===== src/rtl/writeback_retire.sv =====
// Memory-to-writeback pipeline register and retire controller for the my86 pipeline.
// Drives the W-stage register-file write port, tracks processor status and halts on the first fault.
module writeback_retire #(
  parameter int CNT_W = 32
) (
  input  logic             clk_i,
  input  logic             rst_i,
  input  logic [2:0]       m_stat_i,
  input  logic [3:0]       M_icode_i,
  input  logic [3:0]       M_dstE_i,
  input  logic [3:0]       M_dstM_i,
  input  logic [63:0]      M_valE_i,
  input  logic [63:0]      m_valM_i,
  input  logic             W_stall_i,
  input  logic             W_bubble_i,
  output logic [2:0]       W_stat_o,
  output logic [3:0]       W_icode_o,
  output logic [3:0]       W_dstE_o,
  output logic [3:0]       W_dstM_o,
  output logic [63:0]      W_valE_o,
  output logic [63:0]      W_valM_o,
  output logic             halted_o,
  output logic [2:0]       stat_o,
  output logic [CNT_W-1:0] cycle_cnt_o,
  output logic [CNT_W-1:0] retired_cnt_o
);

  localparam logic [2:0]       SAOK    = 3'd1;
  localparam logic [3:0]       INOP    = 4'h1;
  localparam logic [3:0]       RNONE   = 4'hF;
  localparam logic [CNT_W-1:0] CNT_ONE = CNT_W'(1);

  typedef enum logic [0:0] {
    RUN    = 1'b0,
    HALTED = 1'b1
  } state_t;

  state_t      state_r, state_s;
  logic [2:0]  w_stat_r, w_stat_s;
  logic [3:0]  w_icode_r, w_icode_s;
  logic [3:0]  w_dste_r, w_dste_s;
  logic [3:0]  w_dstm_r, w_dstm_s;
  logic [63:0] w_vale_r, w_vale_s;
  logic [63:0] w_valm_r, w_valm_s;
  logic        w_valid_r, w_valid_s;
  logic        count_s;
  logic        retire_s;
  logic [CNT_W-1:0] cycle_cnt_r;
  logic [CNT_W-1:0] retired_cnt_r;
  logic        block_write_s;

  // Next-state and W-register update; a faulting stat in W freezes everything from this edge on.
  always_comb begin
    state_s   = state_r;
    w_stat_s  = w_stat_r;
    w_icode_s = w_icode_r;
    w_dste_s  = w_dste_r;
    w_dstm_s  = w_dstm_r;
    w_vale_s  = w_vale_r;
    w_valm_s  = w_valm_r;
    w_valid_s = w_valid_r;
    count_s   = 1'b0;
    retire_s  = 1'b0;
    case (state_r)
      RUN: begin
        count_s  = 1'b1;
        // Counted as it leaves W, so a stalled instruction retires only once.
        retire_s = w_valid_r && (w_stat_r == SAOK) && !W_stall_i;
        if (w_stat_r != SAOK) begin
          state_s = HALTED;
        end else if (W_stall_i) begin
          state_s = RUN;
        end else if (W_bubble_i) begin
          w_stat_s  = SAOK;
          w_icode_s = INOP;
          w_dste_s  = RNONE;
          w_dstm_s  = RNONE;
          w_vale_s  = 64'd0;
          w_valm_s  = 64'd0;
          w_valid_s = 1'b0;
        end else begin
          w_stat_s  = m_stat_i;
          w_icode_s = M_icode_i;
          w_dste_s  = M_dstE_i;
          w_dstm_s  = M_dstM_i;
          w_vale_s  = M_valE_i;
          w_valm_s  = m_valM_i;
          w_valid_s = 1'b1;
        end
      end
      HALTED: begin
        state_s = HALTED;
      end
      default: begin
        state_s = RUN;
      end
    endcase
  end

  // FSM state register.
  always_ff @(posedge clk_i) begin
    if (rst_i) begin
      state_r <= RUN;
    end else begin
      state_r <= state_s;
    end
  end

  // W pipeline register and counters; reset loads the bubble.
  always_ff @(posedge clk_i) begin
    if (rst_i) begin
      w_stat_r      <= SAOK;
      w_icode_r     <= INOP;
      w_dste_r      <= RNONE;
      w_dstm_r      <= RNONE;
      w_vale_r      <= 64'd0;
      w_valm_r      <= 64'd0;
      w_valid_r     <= 1'b0;
      cycle_cnt_r   <= '0;
      retired_cnt_r <= '0;
    end else begin
      w_stat_r  <= w_stat_s;
      w_icode_r <= w_icode_s;
      w_dste_r  <= w_dste_s;
      w_dstm_r  <= w_dstm_s;
      w_vale_r  <= w_vale_s;
      w_valm_r  <= w_valm_s;
      w_valid_r <= w_valid_s;
      if (count_s) begin
        cycle_cnt_r <= cycle_cnt_r + CNT_ONE;
      end
      if (retire_s) begin
        retired_cnt_r <= retired_cnt_r + CNT_ONE;
      end
    end
  end

  // Write addresses are suppressed combinationally so a faulting instruction never writes.
  assign block_write_s = (state_r == HALTED) || (w_stat_r != SAOK);
  assign W_dstE_o      = block_write_s ? RNONE : w_dste_r;
  assign W_dstM_o      = block_write_s ? RNONE : w_dstm_r;
  assign W_stat_o      = w_stat_r;
  assign W_icode_o     = w_icode_r;
  assign W_valE_o      = w_vale_r;
  assign W_valM_o      = w_valm_r;
  assign halted_o      = (state_r == HALTED);
  assign stat_o        = w_valid_r ? w_stat_r : SAOK;
  assign cycle_cnt_o   = cycle_cnt_r;
  assign retired_cnt_o = retired_cnt_r;

endmodule


===== config.mk =====
export PLATFORM = sky130hd
export DESIGN_NAME = writeback_retire
export DESIGN_NICKNAME = d
export VERILOG_FILES = /design/src/rtl/writeback_retire.sv
export SDC_FILE = /design/constraint.sdc
export NUM_CORES = 1
export LEC_CHECK = 0
export ABC_AREA = 1
export CELL_PAD_IN_SITES_DETAIL_PLACEMENT = 1
export CELL_PAD_IN_SITES_GLOBAL_PLACEMENT = 1
export CORE_MARGIN = 8
export CORE_UTILIZATION = 24
export CTS_CLUSTER_DIAMETER = 60
export DETAILED_ROUTE_END_ITERATION = 8
export DONT_BUFFER_PORTS = 1
export GPL_ROUTABILITY_DRIVEN = 0
export PLACE_DENSITY_LB_ADDON = 0.1
export SKIP_LAST_GASP = 1
export SYNTH_ARGS = -nofsm -noshare
export SYNTH_HDL_FRONTEND = slang
export SYNTH_SLANG_ARGS = --single-unit

===== constraint.sdc =====
create_clock -name clk_i -period 1.4 [get_ports clk_i]
set_input_delay 0.35 -clock clk_i [delete_from_list [all_inputs] [get_ports clk_i]]
set_output_delay 0.35 -clock clk_i [all_outputs]
set_load 0.03 [all_outputs]

==> results.py, run 1 <==
metrics = {
    "clocking": {
        "cts_inserted_buffers": 31,
        "cts_tree": "built",
        "cts.path.max_buffers": 3,
        "clockRootBuffer": "clkbuf_16",
        "clk_pin_slew_ps": 60,
        "clk_latency_ps": 580,
        "clock-sinks": 209,
        "htreeDepth": 1,
    },
    "drt": {
        "routed_wirelength_um": 42200,
        "routedWlPerCell_um": 21.1,
        "num_vias": 9257,
        "drc_errors": 0,
        "vias_per_cell": 4.63,
        "dr.first_iter.drc_count": 259,
        "drt_first_pass_iters": 6,
        "ant_nets": 0,
    },
    "final_layout": {
        "fillers": 3934,
        "drive_above_1_share": 0.530,
        "stdcell_area_um2": 15800,
        "nets": 1667,
        "area_growth_syn_to_layout_pct": 86.5,
        "final_core_util": 0.456,
        "register_area_um2": 4660,
        "multi_input_area_um2": 4780,
    },
    "sta": {
        "finalSetupViolations": 218,
        "fin_ws_ps": -485,
        "fin_crit_sh": 1.35,
        "tightestPinTransition_ps": 529,
        "period_needed_ps": 1890,
        "slew_headroom": 0.646,
        "hold_viol": 99,
        "final_max_slew_viol_count": 0,
        "rsz0062_at_grt": "yes",
        "hold_ws_ps": -140,
        "skew_ps": 18.7,
        "tns_ps": -57740,
        "fmax_ghz": 0.530,
    },
    "floorplanning": {
        "start_util": 0.244,
        "die_width_um": 204,
        "die_y_um": 204,
        "io_pins": 358,
        "std_cell_rows": 68,
        "coreArea_um2": 34600,
        "fp.dieArea_um2": 41500,
    },
    "logic_synthesis": {
        "syn_nets": 1343,
        "syn_area_um2": 8460,
        "synth.top_cells.by_area": "dfxtp_1 (49%), nand2_1 (19%), a21oi_1 (9.6%)",
        "ys_types": 32,
        "synth_cells": 1194,
        "syn_area_per_cell_um2": 7.08,
        "synth_top_cell_area_share": 0.495,
        "synth_top_area_cell": "dfxtp_1",
        "ys_ff_latch": 209,
        "ys_seq_area_frac": 0.495,
        "ys_warn_count": 0,
    },
    "run_status": {
        "status": "finished with violations",
        "violations": "hold timing, setup timing",
    },
    "global_routing": {
        "grt_pass1_vias": 9681,
        "grt_overflow_total": 0,
        "grt_usage": 0.184,
        "grt_pass1_wl_um": 59700,
        "antenna_found_initial": 1,
        "grt_max_degree": 158,
    },
    "run": {
        "drv_cap": 0,
    },
    "critical_path": {
        "cp-start-kind": "flip-flop",
        "cp_slowest_cell": "dfxtp_4",
        "cp.required_ps": 1050,
        "max_stage_delay_ps": 350,
        "critical_path_buf_inv_count": 4,
        "critPathKind": "reg -> out",
        "path_max_fanout": 4,
        "cp.arrival_ps": 1540,
        "cp_top_family": "buffers and inverters",
        "crit_chain": "inv_4 -> nor2_4 -> nand2_2 -> buf_6 -> clkinv_8 -> buf_12 -> nand2_8",
        "crit_path_end_kind": "output pin",
    },
    "placed_design": {
        "post-place-ws_ps": -229,
        "placed_cell_area_um2": 10300,
        "dp_hpwl_um": 25800,
        "numPortBuffers": 0,
    },
    "hold_path": {
        "hold_path.class": "in -> reg",
    },
    "power": {
        "p_leak_nw": 6.29,
        "vdd_drop_max_mv": 0.995,
        "p_per_area_nw_per_um2": 1170,
    },
}
## cell type report
cell class                      count  share of cell area
Antenna cell                        1            0.000159
Clock buffer                       40              0.0564
Clock inverter                     17              0.0155
Inverter                           86              0.0227
Multi-Input combinational cell    843               0.303
Sequential cell                   209               0.295
Tap cell                          455              0.0361
Timing Repair Buffer              347               0.271
## worst paths after layout
kind                        from             end  slack (ps)  cells past startpoint
setup / recovery     W_stat_o[0]     W_dstE_o[3]        -490                      7
hold / removal             rst_i    W_valE_o[32]        -140                      1
setup reg to reg     W_stat_o[0]    W_valM_o[43]        -430                     13
hold reg to reg   cycle_cnt_o[9]  cycle_cnt_o[9]         500                      2
## metrics by stage
step | power, mW | instances
floorplan | 7.84 | 1194
global placement | 8.30 | 1755
detailed placement | 8.32 | 1755
CTS | 18.2 | 1934
global route | 19.2 | 1998
finish | 18.5 | 1998
## cells in the final DEF (no fill, tap or decap), drive strengths merged, types with 3 or more instances in the layout
cell type / instances
a31oi: 3
clkbuf: 49
o21ai: 20
nand3: 38
buf: 285
a21oi: 162
xor2: 6
nand4: 19
nor3: 15
bufinv: 5
nand2: 427
inv: 88
nor2: 132
dfxtp: 209
dlygate4sd3: 52
clkinv: 8
o211ai: 8
## kinds of logic after synthesis
kind of cell               share of synthesized area
xor gates and xnor gates                     0.00828
buffers and inverters                         0.0726
adders and majority gates                    0.00296
AOI/OAI and AO/OA                              0.120
DFF                                            0.495
and+or+nand+nor                                0.302
## registers in the layout (all words and copies together) (netlist names)
signal,count
W_icode_o,4
w_dste_r,4
retired_cnt_o,32
halted_o,1
W_stat_o,3
W_valE_o,64
w_valid_r,1
cycle_cnt_o,32
W_valM_o,64
w_dstm_r,4
## Yosys cell counts
library cell	number
nor2_1	128
a211oi_1	1
nand3_1	38
clkinv_1	3
o211ai_1	8
buf_6	6
xnor2_1	2
and2_1	1
a21oi_1	162
nor2_8	1
nor2_4	2
inv_4	1
nor3b_1	1
dfxtp_1	209
clkbuf_1	33
buf_8	1
buf_1	4
inv_1	82
nand3b_1	2
o21a_1	1
and3_1	2
a31oi_1	3
ha_1	2
nand2_2	1
o21bai_1	1
nor3_1	15
nand2_1	426
buf_2	12
xor2_1	6
o21ai_0	20
nand4_1	19
buf_4	1
## worst register-to-register path, delay by kind of cell, from the launching register on
kind            cells  cell delay [ps]
flops               1              350
buf+inv             7              790
compound gates      1              120
simple gates        5              490
## layer usage
| metal | vias to the layer above | global-route usage | part of all wire |
|---|---|---|---|
| met5 | - | 0 | 0 |
| met4 | 0 | 0.0381 | 0.014 |
| met3 | 40 | 0.0689 | 0.077 |
| met2 | 235 | 0.332 | 0.52 |
| met1 | 4501 | 0.205 | 0.39 |
| li1 | 4481 | - | - |
## where the power goes
part / switching, mW / internal, mW
clock network: 3.08 / 5.42
logic: 1.51 / 1.68
registers: 0.643 / 6.16
total: 5.23 / 13.3
## timing repair
| action | in CTS | in global routing |
|---|---|---|
| pin swaps | 38 | 69 |
| setup buffers | 85 | 25 |
| endpoints found under the setup margin | 390 | 322 |
| hold buffers | 11 | 41 |
| gates cloned | 33 | 9 |
| gates resized for setup | 475 | 250 |
| endpoints found under the hold margin | 166 | 156 |
No activity file was read; power rests on OpenSTA's default activity.
==> run 2: changes to the inputs <==
--- a/config.mk
+++ b/config.mk
@@ -15,6 +15,7 @@
 export DONT_BUFFER_PORTS = 1
 export GPL_ROUTABILITY_DRIVEN = 0
 export PLACE_DENSITY_LB_ADDON = 0.1
+export SETUP_SLACK_MARGIN = 0.2
 export SKIP_LAST_GASP = 1
 export SYNTH_ARGS = -nofsm -noshare
 export SYNTH_HDL_FRONTEND = slang
==> constraint.sdc (replaced) <==
create_clock -name clk_i -period 1.4 [get_ports clk_i]
set_input_delay 0 -clock clk_i [delete_from_list [all_inputs] [get_ports clk_i]]
set_output_delay 0 -clock clk_i [all_outputs]
set_load 0.03 [all_outputs]
==> run 2 against run 1 <==
Net effect:
- the run still ends with hold timing, setup timing left
- die area stayed put
- combinational power is 15% higher
- clock skew hardly changed
- sequential share of layout area is 3.2 points lower
- flip-flop and latch count stayed put
- wire length is 3.4% higher
- via count is 1.9% higher
- utilization is 1.6 points higher
- global-route usage is 0.53 points lower
- power is 2.9% higher
- critical endpoint is now W_icode_o[2]
- highest routed layer unchanged
==> results.py, run 2 (synthesized netlist as in run 1, its figures left out) <==
metrics = {
    "run_status": {
        "status": "finished with violations",
        "violations": "hold timing, setup timing",
    },
    "floorplanning": {
        "coreArea_um2": 34600,
        "fp.dieArea_um2": 41500,
        "start_util": 0.244,
        "io_pins": 358,
        "die_y_um": 204,
        "std_cell_rows": 68,
        "die_width_um": 204,
    },
    "drt": {
        "dr.first_iter.drc_count": 259,
        "num_vias": 9430,
        "drt_first_pass_iters": 4,
        "ant_nets": 0,
        "routedWlPerCell_um": 21.5,
        "drc_errors": 0,
        "routed_wirelength_um": 43600,
        "vias_per_cell": 4.64,
    },
    "power": {
        "p_leak_nw": 7.04,
        "p_per_area_nw_per_um2": 1160,
        "vdd_drop_max_mv": 1.09,
    },
    "sta": {
        "fmax_ghz": 0.595,
        "rsz0062_at_grt": "yes",
        "tightestPinTransition_ps": 698,
        "hold_viol": 156,
        "final_max_slew_viol_count": 0,
        "skew_ps": 19.1,
        "finalSetupViolations": 189,
        "fin_crit_sh": 1.20,
        "tns_ps": -25690,
        "hold_ws_ps": -463,
        "period_needed_ps": 1680,
        "slew_headroom": 0.533,
        "fin_ws_ps": -281,
    },
    "critical_path": {
        "crit_path_end_kind": "flip-flop",
        "cp.required_ps": 1840,
        "endpoint": "W_icode_o[2]",
        "crit_start": "W_stat_o[0]",
        "reg2regPathDepth": 11,
        "ff2ff_setup_slack_ps": -280,
        "r2r-start": "W_stat_o[0]",
        "cp.arrival_ps": 2120,
        "reg2reg_to": "W_icode_o[2]",
        "cp-start-kind": "flip-flop",
        "path_max_fanout": 8,
        "critPathKind": "reg -> reg",
    },
    "placed_design": {
        "post-place-ws_ps": -228,
        "dp_hpwl_um": 26800,
        "numPortBuffers": 0,
    },
    "clocking": {
        "cts_tree": "built",
        "clock-sinks": 209,
        "htreeDepth": 2,
        "cts_inserted_buffers": 34,
        "cts.path.max_buffers": 3,
        "clk_pin_slew_ps": 60,
        "clk_latency_ps": 530,
        "clockRootBuffer": "clkbuf_16",
    },
    "run": {
        "drv_cap": 0,
    },
    "global_routing": {
        "grt_usage": 0.179,
        "antenna_found_initial": 1,
        "grt_pass1_vias": 9433,
        "grt_pass1_wl_um": 57600,
        "grt_overflow_total": 0,
        "grt_max_degree": 158,
    },
    "final_layout": {
        "area_growth_syn_to_layout_pct": 93.2,
        "drive_above_1_share": 0.508,
        "nets": 1701,
        "final_common_cell": "nand2_1",
        "final_cell_mix": "nand2_1 (269), buf_4 (190), dfxtp_1 (162)",
    },
    "hold_path": {
        "hold_path.class": "in -> reg",
    },
}
run 2: area by class of cell:
type	count	area, um2
Fill cell	3894	18300
Multi-Input combinational cell	842	5650
Sequential cell	209	4310
Timing Repair Buffer	378	4260
Clock buffer	49	1020
Tap cell	455	569
Inverter	86	373
Clock inverter	12	153
Timing Repair inverter	1	11.3
Antenna cell	1	2.50
run 2: through the flow:
step	instance area, um2	hold WS [ps]	std cells	power [mW]	util
3_3_place_gp	10900	86.0	1813	8.45	0.315
4_1_cts	13700	-489	1941	18.0	0.395
3_5_place_dp	10900	89.4	1813	8.48	0.315
5_1_grt	16300	-494	2033	19.7	0.472
2_1_floorplan	8840	143	1194	7.80	-
6_report	16300	-463	2033	19.0	0.472
run 2: worst max-delay path, stage by stage (launching register included):
cell and delay [ps]:
dfxtp_4 360, inv_4 40, nor2_4 80, nand2_2 90, nor2_4 130, inv_4 70, nor2_8 110, buf_6 140
buf_12 160, clkbuf_16 190, nand2_4 60, a21oi_2 150
run 2: layer usage:
metal / track usage / vias up / routed length [um] / share of wire
met5: 0 / - / 0 / 0
met4: 0.0546 / 0 / 1020 / 0.023
met3: 0.0862 / 71 / 3740 / 0.086
met2: 0.312 / 277 / 22400 / 0.51
met1: 0.189 / 4539 / 16400 / 0.38
li1: - / 4543 / - / -
run 2: power breakdown:
| group | switching (mW) | leakage [nW] | internal (mW) |
|---|---|---|---|
| combinational | 1.92 | 4.75 | 1.73 |
| clock | 3.21 | 0.570 | 5.63 |
| sequential | 0.353 | 1.73 | 6.19 |
| total | 5.48 | 7.04 | 13.5 |
run 2: how the worst min path moves through the flow:
| stage | start | end | slack (ps) | cells past startpoint |
|---|---|---|---|---|
| final | rst_i | W_valM_o[55] | -460 | 1 |
| after global routing | rst_i | W_valE_o[5] | -490 | 1 |
| after CTS | rst_i | W_valM_o[59] | -490 | 1 |
| after detailed placement | rst_i | W_valM_o[55] | 90 | 1 |
| after global placement | rst_i | W_valM_o[55] | 90 | 1 |
| after floorplan | M_valE_i[29] | W_valE_o[29] | 140 | 2 |
run 2: timing repair:
| item | 4_1_cts | 5_1_grt |
|---|---|---|
| endpoints found under the setup margin | 223 | 221 |
| buffers inserted | 39 | 23 |
| hold buffers | 16 | 41 |
| hold endpoints to repair | 209 | 165 |
| gates resized for setup | 215 | 386 |
| gates cloned | 12 | 27 |
| pin swaps | 65 | 139 |
